$ cat src/rtl/nes_pitch_control.sv
// nes_pitch_control: debounced NES pad to pitch-shift controls (semitones with auto-repeat, fine, bypass).
module nes_pitch_control #(
    parameter int DEBOUNCE_CYCLES = 12500,
    parameter int REPEAT_DELAY    = 4000000,
    parameter int REPEAT_PERIOD   = 1250000
) (
    input  logic              clock,
    input  logic              reset,
    input  logic [7:0]        buttons,
    output logic [7:0]        pressed,
    output logic signed [5:0] semitones,
    output logic signed [3:0] fine,
    output logic              bypass,
    output logic              changed
);
    typedef enum logic [1:0] {IDLE, DELAY, REPEAT} state_t;

    logic [7:0]  sync1, sync2, deb, deb_q;
    logic [15:0] db_cnt [8];
    state_t      state, state_nx;
    logic        dir, dir_nx, step, held, opp;
    logic [22:0] rcnt, rcnt_nx;
    logic signed [5:0] semi_nx;
    logic signed [3:0] fine_nx;
    logic        byp_nx;

    always_ff @(posedge clock or negedge reset) begin
        if (!reset) begin
            sync1  <= '0;
            sync2  <= '0;
            deb    <= '0;
            deb_q  <= '0;
            db_cnt <= '{default: '0};
        end else begin
            sync1 <= buttons;
            sync2 <= sync1;
            deb_q <= deb;
            for (int i = 0; i < 8; i++) begin
                if (sync2[i] == deb[i])
                    db_cnt[i] <= '0;
                else if (db_cnt[i] == 16'(DEBOUNCE_CYCLES - 1)) begin
                    deb[i]    <= sync2[i];
                    db_cnt[i] <= '0;
                end else
                    db_cnt[i] <= db_cnt[i] + 16'd1;
            end
        end
    end

    // dir: 0 = Up, 1 = Down; the held direction and its opposite's fresh press end a repeat run
    assign held = dir ? deb[5] : deb[4];
    assign opp  = dir ? pressed[4] : pressed[5];

    always_comb begin
        state_nx = state;
        dir_nx   = dir;
        rcnt_nx  = rcnt + 23'd1;
        step     = 1'b0;
        if (pressed[3]) begin
            state_nx = IDLE;
            rcnt_nx  = '0;
        end else begin
            case (state)
                IDLE: begin
                    rcnt_nx = '0;
                    if (pressed[4] ^ pressed[5]) begin
                        state_nx = DELAY;
                        dir_nx   = pressed[5];
                        step     = 1'b1;
                    end
                end
                DELAY:
                    if (!held || opp) begin
                        state_nx = IDLE;
                        rcnt_nx  = '0;
                    end else if (rcnt == 23'(REPEAT_DELAY - 1)) begin
                        state_nx = REPEAT;
                        step     = 1'b1;
                        rcnt_nx  = '0;
                    end
                REPEAT:
                    if (!held || opp) begin
                        state_nx = IDLE;
                        rcnt_nx  = '0;
                    end else if (rcnt == 23'(REPEAT_PERIOD - 1)) begin
                        step    = 1'b1;
                        rcnt_nx = '0;
                    end
                default: begin
                    state_nx = IDLE;
                    rcnt_nx  = '0;
                end
            endcase
        end
    end

    always_comb begin
        semi_nx = semitones;
        fine_nx = fine;
        byp_nx  = bypass ^ pressed[2];
        if (step && !dir_nx && semitones != 6'sd12)
            semi_nx = semitones + 6'sd1;
        if (step && dir_nx && semitones != -6'sd12)
            semi_nx = semitones - 6'sd1;
        if (pressed[7] && !pressed[6] && fine != 4'sd7)
            fine_nx = fine + 4'sd1;
        if (pressed[6] && !pressed[7] && fine != -4'sd7)
            fine_nx = fine - 4'sd1;
        if (pressed[3]) begin
            semi_nx = '0;
            fine_nx = '0;
            byp_nx  = 1'b0;
        end
    end

    always_ff @(posedge clock or negedge reset) begin
        if (!reset) begin
            state     <= IDLE;
            dir       <= 1'b0;
            rcnt      <= '0;
            pressed   <= '0;
            semitones <= '0;
            fine      <= '0;
            bypass    <= 1'b0;
            changed   <= 1'b0;
        end else begin
            state     <= state_nx;
            dir       <= dir_nx;
            rcnt      <= rcnt_nx;
            pressed   <= deb & ~deb_q;
            semitones <= semi_nx;
            fine      <= fine_nx;
            bypass    <= byp_nx;
            changed   <= {semi_nx, fine_nx, byp_nx} != {semitones, fine, bypass};
        end
    end
endmodule
$ cat config.mk
export PLATFORM = sky130hd
export DESIGN_NAME = nes_pitch_control
export DESIGN_NICKNAME = d
export VERILOG_FILES = /design/src/rtl/nes_pitch_control.sv
export SDC_FILE = /design/constraint.sdc
export NUM_CORES = 1
export LEC_CHECK = 0
export BUFFER_PORTS_ARGS = -buffer_cell sky130_fd_sc_hd__buf_2
export CORE_UTILIZATION = 55
export DETAILED_ROUTE_END_ITERATION = 16
export GPL_ROUTABILITY_DRIVEN = 0
export GPL_TIMING_DRIVEN = 1
export PLACE_DENSITY = 0.8
export SLEW_MARGIN = 10
export SYNTH_ARGS = -nofsm -noshare
export SYNTH_HDL_FRONTEND = slang
export SYNTH_SLANG_ARGS = --single-unit
$ cat constraint.sdc
create_clock -name clock -period 2.6 [get_ports clock]
set_clock_uncertainty 0.1 [all_clocks]
set_input_delay 0.13 -clock clock [delete_from_list [all_inputs] [get_ports clock]]
set_output_delay 0.13 -clock clock [all_outputs]
set_load 0.01 [all_outputs]
# Yosys cells after proc, flatten, opt, wreduce, memory -nomap -nowiden
# Index checks and enable logic that the tools add are counted.
# totals
register_bits	206
inputBits	10
elab_cells	150
# classes
n_addsub	13
n_eq_ne	28
mux	47
bitwise_logic	12
n_reduce_logical	23
# ops
operator	n
16-bit two-way mux	16
16-bit by 1-bit adder with 16-bit output (second input constant)	8
16-bit by 14-bit equality test with 1-bit output (second input constant)	8
23-bit two-way mux	5
23-bit case mux with 2 select lines	1
23-bit by 1-bit adder with 23-bit output (second input constant)	1
23-bit by 21-bit equality test with 1-bit output (second input constant)	1
23-bit by 22-bit equality test with 1-bit output (second input constant)	1
6-bit two-way mux	3
2-bit AND reduction	8
1-bit two-way mux	12
4-bit two-way mux	3
4-bit != test (second input constant)	3
6-bit by 5-bit != test with 1-bit output (second input constant)	2
11-bit != test	1
2-bit two-way mux	5
8-bit bitwise AND	1
1-bit equality test	8
1-bit logical AND	8
1-bit inverter	8
8-bit inverter	1
6-bit by 2-bit adder with 6-bit output (second input constant)	1
3-bit != test (second input constant)	2
2-bit case mux with 3 select lines	1
11 further kinds	15

# Depth between registers and ports, before layout
# Gate-level depths: netlist of run 1.
# depth
ltp_word	12
mapped_depth	8
ltp_nobuf	7

# Least setup slack after synthesis of run 1
# Ideal clock, no wire load.
# synth_path
path_type	reg2reg
start	register state[0]
end	register semitones[4]
setup_ns	0.128
arrival_time_ns	2.461
required_ns	2.372
path_slack_ns	-0.089
stages_incl_launch_ff	8
n_path_buf	0
period_less_slack_ns	2.689
cell_sequence	dfrtp_1 inv_1 ha_1 or3b_1 a211o_1 or4b_1 a221oi_2 mux2_1
# synth_via
elab_chain_cells	9
elab_cells_between_ends	15
cone_classes	2 x eq/ne; 7 x mux; 6 x reduce/logical
# synth_lines
item	line	source
start, declared	20	state_t state, state_nx;
start signal, assigned	127	state <= state_nx;
parallel branches: the longest is 7 deep, another holds 6-bit two-way mux	-	
6-bit two-way mux *	103	if (step && dir_nx && semitones != -6'sd12)
6-bit two-way mux *	109	if (pressed[3]) begin
named net semi_nx[4]	23	logic signed [5:0] semi_nx;
end signal, assigned	131	semitones <= semi_nx;
end, declared	11	output logic signed [5:0] semitones,
# Mark *: on every way through the listed nets, which the timed path passes.
# A chain may end at the register's enable or synchronous reset.

# Worst setup path after layout of run 1
# layout_path
start	register state[1]
end	register semitones[5]
# The elaborated chain is that of the path after synthesis.

==> results.toml, run 1 <==
[run_status]
status = "complete, but fails checks"
violations = "setup timing"

[logic_synthesis]
yosysWarnings = 0
synth_edf_count = 0
yosys-top-cells-area = "dfrtp_1, nor2_1, xor2_1, xnor2_1, nand3_1"
synth.avg_cell_area_um2 = 10.2
ys_seq_area_share_pct = 53.6
post-synth-top-area-cell = "dfrtp_1"
syn-instance-count = 939
synth.distinct_cells = 46
yosysTopAreaCellShare_pct = 53.6
async_flop_share_pct = 100
ys_ff_latch = 206
synth-main-ff-cell = "dfrtp_1"
mappedNetlistArea_um2 = 9610
syn_nets = 967

[final_layout]
fill_cells = 1307
diodes = 0
fin_nets = 1046
drive_above_1_share_pct = 11.5
register_area_um2 = 5150
area_growth_pct = 15.4
multi_input_area_um2 = 4360

[cts]
path_clk_slew_ps = 60
cts_made_buffers = 22
htreeDepth = 1
clkLatencyLatePin_ps = 510
tritoncts = "done"
cts_root_buffer = "clkbuf_16"
cts_sinks = 206
clockBufferDepth = 3

[sta]
setup_slack_ps = -49.0
setup_viol = 6
fin_crit_ps = 2650
slew_viol_final = 0
hold_viol = 0
rsz0062_at_grt = "true"
max_freq_mhz = 378
finalCritPeriodShare_pct = 102
slew_headroom_pct = 53.6
worstMarginPinSlew_ps = 696

[die]
design.core.area_um2 = 16800
io_pins = 30
die_area_um2 = 18000
row_count = 47
initial_core_util_pct = 57.1
die_y_um = 134
fp.dieW_um = 134

[power_and_ir_drop]
irDropWorstVdd_mv = 0.606
power_density_nw_per_um2 = 570
netSwitchingPower_w = 0.00140
pwr-share-comb_pct = 2.8
p_sw_share_pct = 22.1
internal-power_w = 0.00492
clockPowerShare_pct = 45.1
p_leak_nw = 4.92
pwr-share-seq_pct = 52.1
fin_total_pwr_w = 0.00632

[critical_path]
r2r_slack_ps = -50
crit_path_start_kind = "register"
critPathSlowestCell = "dfrtp_1"
crit_path_end_kind = "register"
worstPathRequired_ps = 2870
arrival_ps = 2920
path_max_fanout = 3
setup.worst_path.class = "register to register"
crit_family = "simple AND/OR/NAND/NOR gates"
crit_buf_inv = 3
critical-path-max-stage-delay_ps = 390
path_cells = "inv_2, ha_4, or3b_1, a211o_1, buf_4, buf_6, or3_4, a221oi_2, mux2_1"

[detailed_routing]
drtPass1Iterations = 5
post-route-drc-count = 0
num_vias = 6979
wl_um = 18600
drt_iter0_markers = 365
vias_per_cell = 5.58
final_antenna_net_count = 0
routedWlPerCell_um = 14.9

[grt]
grt_max_degree = 86
grt_first_pass_wirelength_um = 31800
grt_pass1_vias = 6774
grt-ovfl-total = 0
grt_antenna_before_repair = 0
grt_use_total_pct = 21.6

[flow_run]
max_cap_violations = 0

[worst_hold_path]
min_path_type = "input pin to asynchronous set/reset pin"

[place]
portBuffers = 29
dp_hpwl_um = 12000
place_ws_ps = -74.5
kinds of logic after synthesis:
group	Yosys count	share of synthesized area (%)
XOR/XNOR	146	13.3
multiplexers	15	1.74
AO/OA/AOI/OAI	26	2.20
adder cells (fa/ha/maj)	18	2.34
flip-flops	206	53.6
buffers and inverters	45	1.76
AND/OR/NAND/NOR	483	25.0
synth_stat cells (2+ instances only):
master and n:
a211o_1 3, a211oi_1 3, a221oi_1 3, a31oi_1 2, and2_1 3, and3_1 25, and4_1 14, clkbuf_1 18
dfrtp_1 206, ha_1 18, inv_1 27, mux2_1 5, mux2_2 9, nand2_1 47, nand3_1 76, nand3b_1 6
nand4_1 24, nor2_1 188, nor2b_1 20, nor3_1 35, nor3b_1 2, nor4_1 20, nor4bb_1 6, o211ai_1 2
o21a_1 2, or3_1 5, or3b_1 3, or4b_1 5, xnor2_1 67, xor2_1 79
sequential cells by signal, indices dropped and copies added, names as in the netlist:
name	count
sync2	8
changed	1
dir	1
pressed	8
deb	8
fine	4
sync1	8
db_cnt	128
semitones	6
bypass	1
deb_q	8
state	2
rcnt	23
layout by cell type, fill, tap and decap left out, types with 3 or more instances in the layout:
cell | netlist | layout
nor3_1 | 35 | 34
nand3b_1 | 6 | 6
nor2_1 | 188 | 188
nand4_1 | 24 | 24
nand3_1 | 76 | 76
dfrtp_1 | 206 | 206
clkinv_2 | 0 | 6
and2_1 | 3 | 3
dlygate4sd3_1 | 0 | 9
ha_1 | 18 | 17
a211o_1 | 3 | 3
nor4_1 | 20 | 20
xor2_1 | 79 | 79
or3b_1 | 3 | 3
nor4bb_1 | 6 | 6
buf_4 | 0 | 31
xnor2_1 | 67 | 67
buf_12 | 0 | 3
a221oi_2 | 1 | 3
and3_1 | 25 | 25
nand2_1 | 47 | 47
and4_1 | 14 | 14
mux2_2 | 9 | 9
or3_1 | 5 | 4
nor2b_1 | 20 | 20
or4b_1 | 5 | 4
inv_1 | 27 | 25
clkbuf_16 | 0 | 22
mux2_1 | 5 | 4
clkbuf_8 | 0 | 3
buf_2 | 0 | 28
clkbuf_1 | 18 | 5
power groups by stage:
stage / Combinational [W] / Sequential, W / Clock, W
floorplan: 0.0000773 / 0.00334 / 0
global placement: 0.000170 / 0.00335 / 0
detailed placement: 0.000174 / 0.00335 / 0
CTS: 0.000186 / 0.00329 / 0.00291
global route: 0.000211 / 0.00330 / 0.00303
finish: 0.000179 / 0.00329 / 0.00285
per-layer routing:
layer | GRT usage [%] | share of wire (%) | vias to the layer above
met2 | 35.7 | 48 | 164
met4 | 6.12 | 1.9 | 0
li1 | - | - | 3358
met1 | 30.1 | 46 | 3427
met5 | 0 | 0 | -
met3 | 2.68 | 3.8 | 30
metrics by stage:
stage	cells	setup TNS, ps	hold slack [ps]	util [%]	instance area (um2)
finish	1251	-139	141	66.0	11100
global route	1251	-711	163	66.0	11100
CTS	1246	-69.4	147	65.5	11000
detailed placement	1197	-188	135	60.8	10200
global placement	1197	-15.4	130	60.8	10200
floorplan	939	-4.94	-266	-	9620
timing repair:
action	4_1_cts	5_1_grt
hold endpoints to repair	90	0
hold buffers	9	0
setup endpoints to repair	5	5
buffers inserted	3	5
pin swaps	3	3
resized for setup	5	7
worst paths after layout:
path | startpoint | end | cells after the start
worst max-delay path | state[1]$_DFFE_PN0P_ | semitones[5]$_DFF_PN0_ | 9
worst min-delay path | reset | db_cnt[39]$_DFF_PN0_ | 2
worst max register to register | state[1]$_DFFE_PN0P_ | semitones[5]$_DFF_PN0_ | 9
worst min register to register | sync1[4]$_DFF_PN0_ | sync2[4]$_DFF_PN0_ | 0
max in group asynchronous | reset | db_cnt[126]$_DFF_PN0_ | 3
min in group clock | buttons[3] | sync1[3]$_DFF_PN0_ | 2
cell type report:
class,instances,area share [%]
Timing Repair Buffer,73,4.94
Clock inverter,8,0.496
Sequential cell,206,46.5
Inverter,27,0.914
Tap cell,220,2.48
Multi-Input combinational cell,688,39.3
Clock buffer,29,5.38
Note: power is estimated with default switching activity, not from simulation.
==> inputs of run 2 (changes only) <==
--- a/config.mk
+++ b/config.mk
@@ -11,6 +11,7 @@
 export GPL_ROUTABILITY_DRIVEN = 0
 export GPL_TIMING_DRIVEN = 1
 export PLACE_DENSITY = 0.8
+export RECOVER_POWER = 100
 export SLEW_MARGIN = 10
 export SYNTH_ARGS = -nofsm -noshare
 export SYNTH_HDL_FRONTEND = slang
==> run 2 against run 1 <==
  * The flow finishes with violations (capacitance limit, slew limit, setup timing)
  * Die area unchanged
  * Maximum frequency grew 0.12%
  * Non-clock buffer count unchanged
  * Critical path type unchanged
  * Critical endpoint unchanged
  * Largest cell class unchanged
  * Highest routed layer unchanged
==> results.toml, run 2 (synthesized netlist as in run 1, its figures left out) <==
[die]
initial_core_util_pct = 57.1
fp.dieW_um = 134
io_pins = 30
die_y_um = 134
design.core.area_um2 = 16800
row_count = 47
die_area_um2 = 18000

[critical_path]
crit_path_end_kind = "register"
critPathSlowestCell = "dfrtp_1"
path_cells = "inv_2, ha_4, or3b_1, a211o_1, buf_4, buf_6, or3_4, a221oi_2, mux2_1"
crit_buf_inv = 3
setup.worst_path.class = "register to register"
critical-path-max-stage-delay_ps = 390
path_max_fanout = 3
crit_path_start_kind = "register"
crit_family = "simple AND/OR/NAND/NOR gates"
arrival_ps = 2920
worstPathRequired_ps = 2870

[sta]
worstMarginPinSlew_ps = 2080
slew_viol_final = 86
max_freq_mhz = 378
fin_crit_ps = 2650
setup_slack_ps = -45.7
slew_headroom_pct = -38.8
timing.hold.ws_ps = 159
tns_ps = -115
setup_viol = 5
rsz0062_at_grt = "true"
hold_viol = 0
finalCritPeriodShare_pct = 102

[detailed_routing]
drtPass1Iterations = 4
post-route-drc-count = 0
drt_iter0_markers = 406
vias_per_cell = 5.55
num_vias = 6945
routedWlPerCell_um = 14.8
wl_um = 18600
final_antenna_net_count = 0

[place]
dp_hpwl_um = 12000
place_ws_ps = -74.5
portBuffers = 29

[power_and_ir_drop]
power_density_nw_per_um2 = 572
fin_total_pwr_w = 0.00632
irDropWorstVdd_mv = 0.606
p_leak_nw = 4.82

[cts]
cts_made_buffers = 22
path_clk_slew_ps = 60
clkLatencyLatePin_ps = 510
tritoncts = "done"
cts_root_buffer = "clkbuf_16"
clockBufferDepth = 3
htreeDepth = 1
cts_sinks = 206

[final_layout]
largest_reg_flops = 128
final_cell_mix = "dfrtp_1, nor2_1, xor2_1"
area_growth_pct = 14.9
diodes = 0
regMostFlops = "db_cnt"
drive_above_1_share_pct = 9.60
final_common_cell = "dfrtp_1"
fin_util_pct = 65.6
fin_nets = 1046
largestRegisters = "db_cnt x128, rcnt x23"

[grt]
grt_max_degree = 86
grt_first_pass_wirelength_um = 31800
grt_pass1_vias = 6774
grt_use_total_pct = 21.6
grt_antenna_before_repair = 0
grt-ovfl-total = 0

[run_status]
status = "complete, but fails checks"
violations = "capacitance limit, slew limit, setup timing"

[worst_hold_path]
min_path_type = "input pin to register"

[flow_run]
max_cap_violations = 1
==> run 2: changes by cell type in the layout (fill, tap and decap cells not counted) <==
cell	previous run	this run
buf_12	3	1
clkbuf_1	5	25
clkbuf_8	3	2
buf_2	28	10
buf_4	31	29
buf_6	1	3
clkbuf_2	0	1
==> run 2: routing by layer <==
metal  track usage, %  vias to the layer above  wire length, um
met1             30.1                     3422             8620
met5                0                        -                0
met2             35.7                      141             8970
li1                 -                     3354                -
met4             6.12                        0              338
met3             2.68                       28              638
==> run 2: worst paths after layout <==
path | slack, ps | depth (start not counted) | start | end
setup / recovery | -50 | 9 | state[1]$_DFFE_PN0P_ | semitones[5]$_DFF_PN0_
hold / removal | 160 | 2 | buttons[3] | sync1[3]$_DFF_PN0_
setup reg to reg | -50 | 9 | state[1]$_DFFE_PN0P_ | semitones[5]$_DFF_PN0_
hold reg to reg | 250 | 0 | sync1[4]$_DFF_PN0_ | sync2[4]$_DFF_PN0_
max in group asynchronous | 410 | 3 | reset | db_cnt[74]$_DFF_PN0_
min in group asynchronous | 670 | 2 | reset | sync1[5]$_DFF_PN0_
==> run 2: per-stage QoR <==
step | area (um2) | cells
after floorplan | 9620 | 939
after global placement | 10200 | 1197
after detailed placement | 10200 | 1197
after CTS | 11000 | 1246
after global routing | 11000 | 1251
final | 11000 | 1251
==> run 2: where the power goes <==
part | switching [W] | leakage [nW] | internal, W | total, W
Sequential | 0.0000434 | 2.82 | 0.00325 | 0.00329
Clock | 0.00123 | 0.326 | 0.00162 | 0.00285
Combinational | 0.000121 | 1.68 | 0.0000536 | 0.000174
Total | 0.00140 | 4.82 | 0.00492 | 0.00632
==> run 2: what timing repair did <==
item,4_1_cts,5_1_grt
cloned,0,0
resized for setup,5,7
hold buffers,9,0
setup buffers,3,5
setup endpoints to repair,5,5
pin swaps,3,3
endpoints found under the hold margin,90,0
==> run 2: area by class of cell <==
class	count	area, um2
clock inverter	8	55.1
sequential	206	5150
fill	1320	5780
timing repair buffer	73	492
tap	220	275
multi-input combinational	688	4360
inverter	27	101
clock buffer	29	597
==> run 2: worst register-to-register path, delay by kind of cell (launching register included) <==
| kind | cells | cell delay, ps |
|---|---|---|
| AND/OR/NAND/NOR | 2 | 660 |
| AO/OA/AOI/OAI | 2 | 530 |
| flip-flops | 1 | 390 |
| buffers and inverters | 3 | 360 |
| multiplexers | 1 | 350 |
| adder cells (fa/ha/maj) | 1 | 130 |
==> inputs of run 3 (changes only) <==
--- a/config.mk
+++ b/config.mk
@@ -7,10 +7,11 @@
 export LEC_CHECK = 0
 export BUFFER_PORTS_ARGS = -buffer_cell sky130_fd_sc_hd__buf_2
 export CORE_UTILIZATION = 55
+export CTS_BUF_LIST = sky130_fd_sc_hd__clkbuf_16
 export DETAILED_ROUTE_END_ITERATION = 16
 export GPL_ROUTABILITY_DRIVEN = 0
 export GPL_TIMING_DRIVEN = 1
-export PLACE_DENSITY = 0.8
+export PLACE_DENSITY = 0.77
 export RECOVER_POWER = 100
 export SLEW_MARGIN = 10
 export SYNTH_ARGS = -nofsm -noshare
==> constraint.sdc (replaced) <==
create_clock -name clock -period 2.8 [get_ports clock]
set_clock_uncertainty 0.1 [all_clocks]
set_input_delay 0.14 -clock clock [delete_from_list [all_inputs] [get_ports clock]]
set_output_delay 0.14 -clock clock [all_outputs]
set_load 0.01 [all_outputs]
==> run 3 against run 2 <==
  * The run ends with capacitance limit, slew limit left
  * Via count shrank 4.2%
  * Critical path depth shrank 2
  * Register-to-register slack gained 96 ps
  * Clock power shrank 3%
  * Critical endpoint is now semitones[4]$_DFF_PN0_
  * Largest cell class unchanged
  * Largest power group unchanged
  * Highest routed layer unchanged
==> results.toml, run 3 (synthesized netlist as in run 1, its figures left out) <==
[grt]
grt_use_total_pct = 20.1
grt-ovfl-total = 0
grt_max_degree = 74
grt_antenna_before_repair = 0
grt_pass1_vias = 6527
grt_first_pass_wirelength_um = 30000

[final_layout]
regMostFlops = "db_cnt"
fin_nets = 1024
largestRegisters = "db_cnt x128, rcnt x23"
final_cell_area_um2 = 10800
fill_cells = 1397
drive_above_1_share_pct = 6.72
final_common_cell = "dfrtp_1"
area_growth_pct = 12.8
fin_util_pct = 64.5
final_cell_mix = "dfrtp_1, nor2_1, xor2_1"
instances_no_fill = 1232
largest_reg_flops = 128
diodes = 0

[detailed_routing]
num_vias = 6654
final_antenna_net_count = 0
drtPass1Iterations = 4
post-route-drc-count = 0
vias_per_cell = 5.40
drt_iter0_markers = 256
routedWlPerCell_um = 14.0
wl_um = 17200

[critical_path]
arrival_ps = 3040
r2r_slack_ps = 50
worstPathRequired_ps = 3090
cp-endpoint = "semitones[4]$_DFF_PN0_"
r2r_cells = 7
timing.rr.end = "semitones[4]$_DFF_PN0_"
setup.worst_path.class = "register to register"
rr_startpoint = "state[1]$_DFFE_PN0P_"
crit_path_end_kind = "register"
path_max_fanout = 5
startpoint = "state[1]$_DFFE_PN0P_"
crit_path_start_kind = "register"

[place]
portBuffers = 29
placed_cells = 1181
placed_area_um2 = 10100
dp_hpwl_um = 11400

[sta]
tns_ps = 0
slew_viol_final = 74
setup_viol = 0
rsz0062_at_grt = "true"
worstMarginPinSlew_ps = 1780
max_freq_mhz = 364
hold_viol = 0
slew_headroom_pct = -18.3
fin_crit_ps = 2750
finalCritPeriodShare_pct = 98.2
timing.hold.ws_ps = 174

[run_status]
violations = "capacitance limit, slew limit"
status = "complete, but fails checks"

[cts]
tritoncts = "done"
clkLatencyLatePin_ps = 510
htreeDepth = 1
cts_root_buffer = "clkbuf_16"
clockBufferDepth = 3
path_clk_slew_ps = 60
cts_sinks = 206
cts_made_buffers = 22

[worst_hold_path]
min_path_type = "input pin to register"

[flow_run]
max_cap_violations = 1

[die]
fp.dieW_um = 134
design.core.area_um2 = 16800
row_count = 47
io_pins = 30
die_area_um2 = 18000
initial_core_util_pct = 57.1
die_y_um = 134

[power_and_ir_drop]
irDropWorstVdd_mv = 0.447
p_leak_nw = 4.70
power_density_nw_per_um2 = 552
==> run 3: changes by cell type in the layout (fill, tap and decap cells not counted), sizes merged <==
cell	delta
buf	-27
inv	+6
clkbuf	-3
bufinv	+2
clkinvlp	+2
a211o	+1
==> run 3: worst min path at each step <==
stage                           from              endpoint  cells past startpoint
final                     buttons[0]    sync1[0]$_DFF_PN0_                      2
after CTS                      reset  db_cnt[46]$_DFF_PN0_                      2
after detailed placement       reset  db_cnt[46]$_DFF_PN0_                      1
after global routing      buttons[0]    sync1[0]$_DFF_PN0_                      2
after floorplan                reset      bypass$_DFF_PN0_                      0
after global placement         reset  db_cnt[46]$_DFF_PN0_                      1
==> run 3: area by class of cell <==
cell class,count,area (um2),share of cell area [%]
multi-input combinational,689,4320,39.8
clock buffer,22,551,5.08
clock inverter,18,144,1.33
sequential,206,5150,47.5
tap,220,275,2.54
timing repair buffer,50,298,2.75
inverter,27,101,0.935
==> run 3: what timing repair did <==
action | CTS | global route
setup buffers | 0 | 1
endpoints found under the hold margin | 77 | 0
resized for setup | 1 | 4
gates cloned | 0 | 1
endpoints found under the setup margin | 1 | 5
pin swaps | 0 | 2
hold buffers | 9 | 0
==> run 3: layer usage <==
metal / global-route usage, % / wire length (um) / vias to the layer above
li1: - / - / 3320
met1: 28.6 / 8600 / 3239
met2: 32.5 / 7820 / 74
met3: 3.25 / 471 / 21
met4: 4.81 / 327 / 0
met5: 0 / 0 / -
==> run 3: critical path, stage by stage, from the launching register on <==
cell      delay, ps
dfrtp_1         420
inv_2            80
ha_1            160
or3b_4          390
a211o_4         360
or4b_1          540
a221oi_2        260
mux2_1          340
==> run 3: per-stage QoR <==
stage / total power [W] / worst slack, ps
2_1_floorplan: 0.00317 / 111
3_3_place_gp: 0.00327 / 56.2
3_5_place_dp: 0.00328 / -9.32
4_1_cts: 0.00608 / 6.00
5_1_grt: 0.00620 / -48.2
6_report: 0.00598 / 50.0
==> run 3: power by group <==
| group | internal (W) | switching (W) |
|---|---|---|
| logic | 0.0000486 | 0.000110 |
| registers | 0.00302 | 0.0000408 |
| clock network | 0.00162 | 0.00115 |
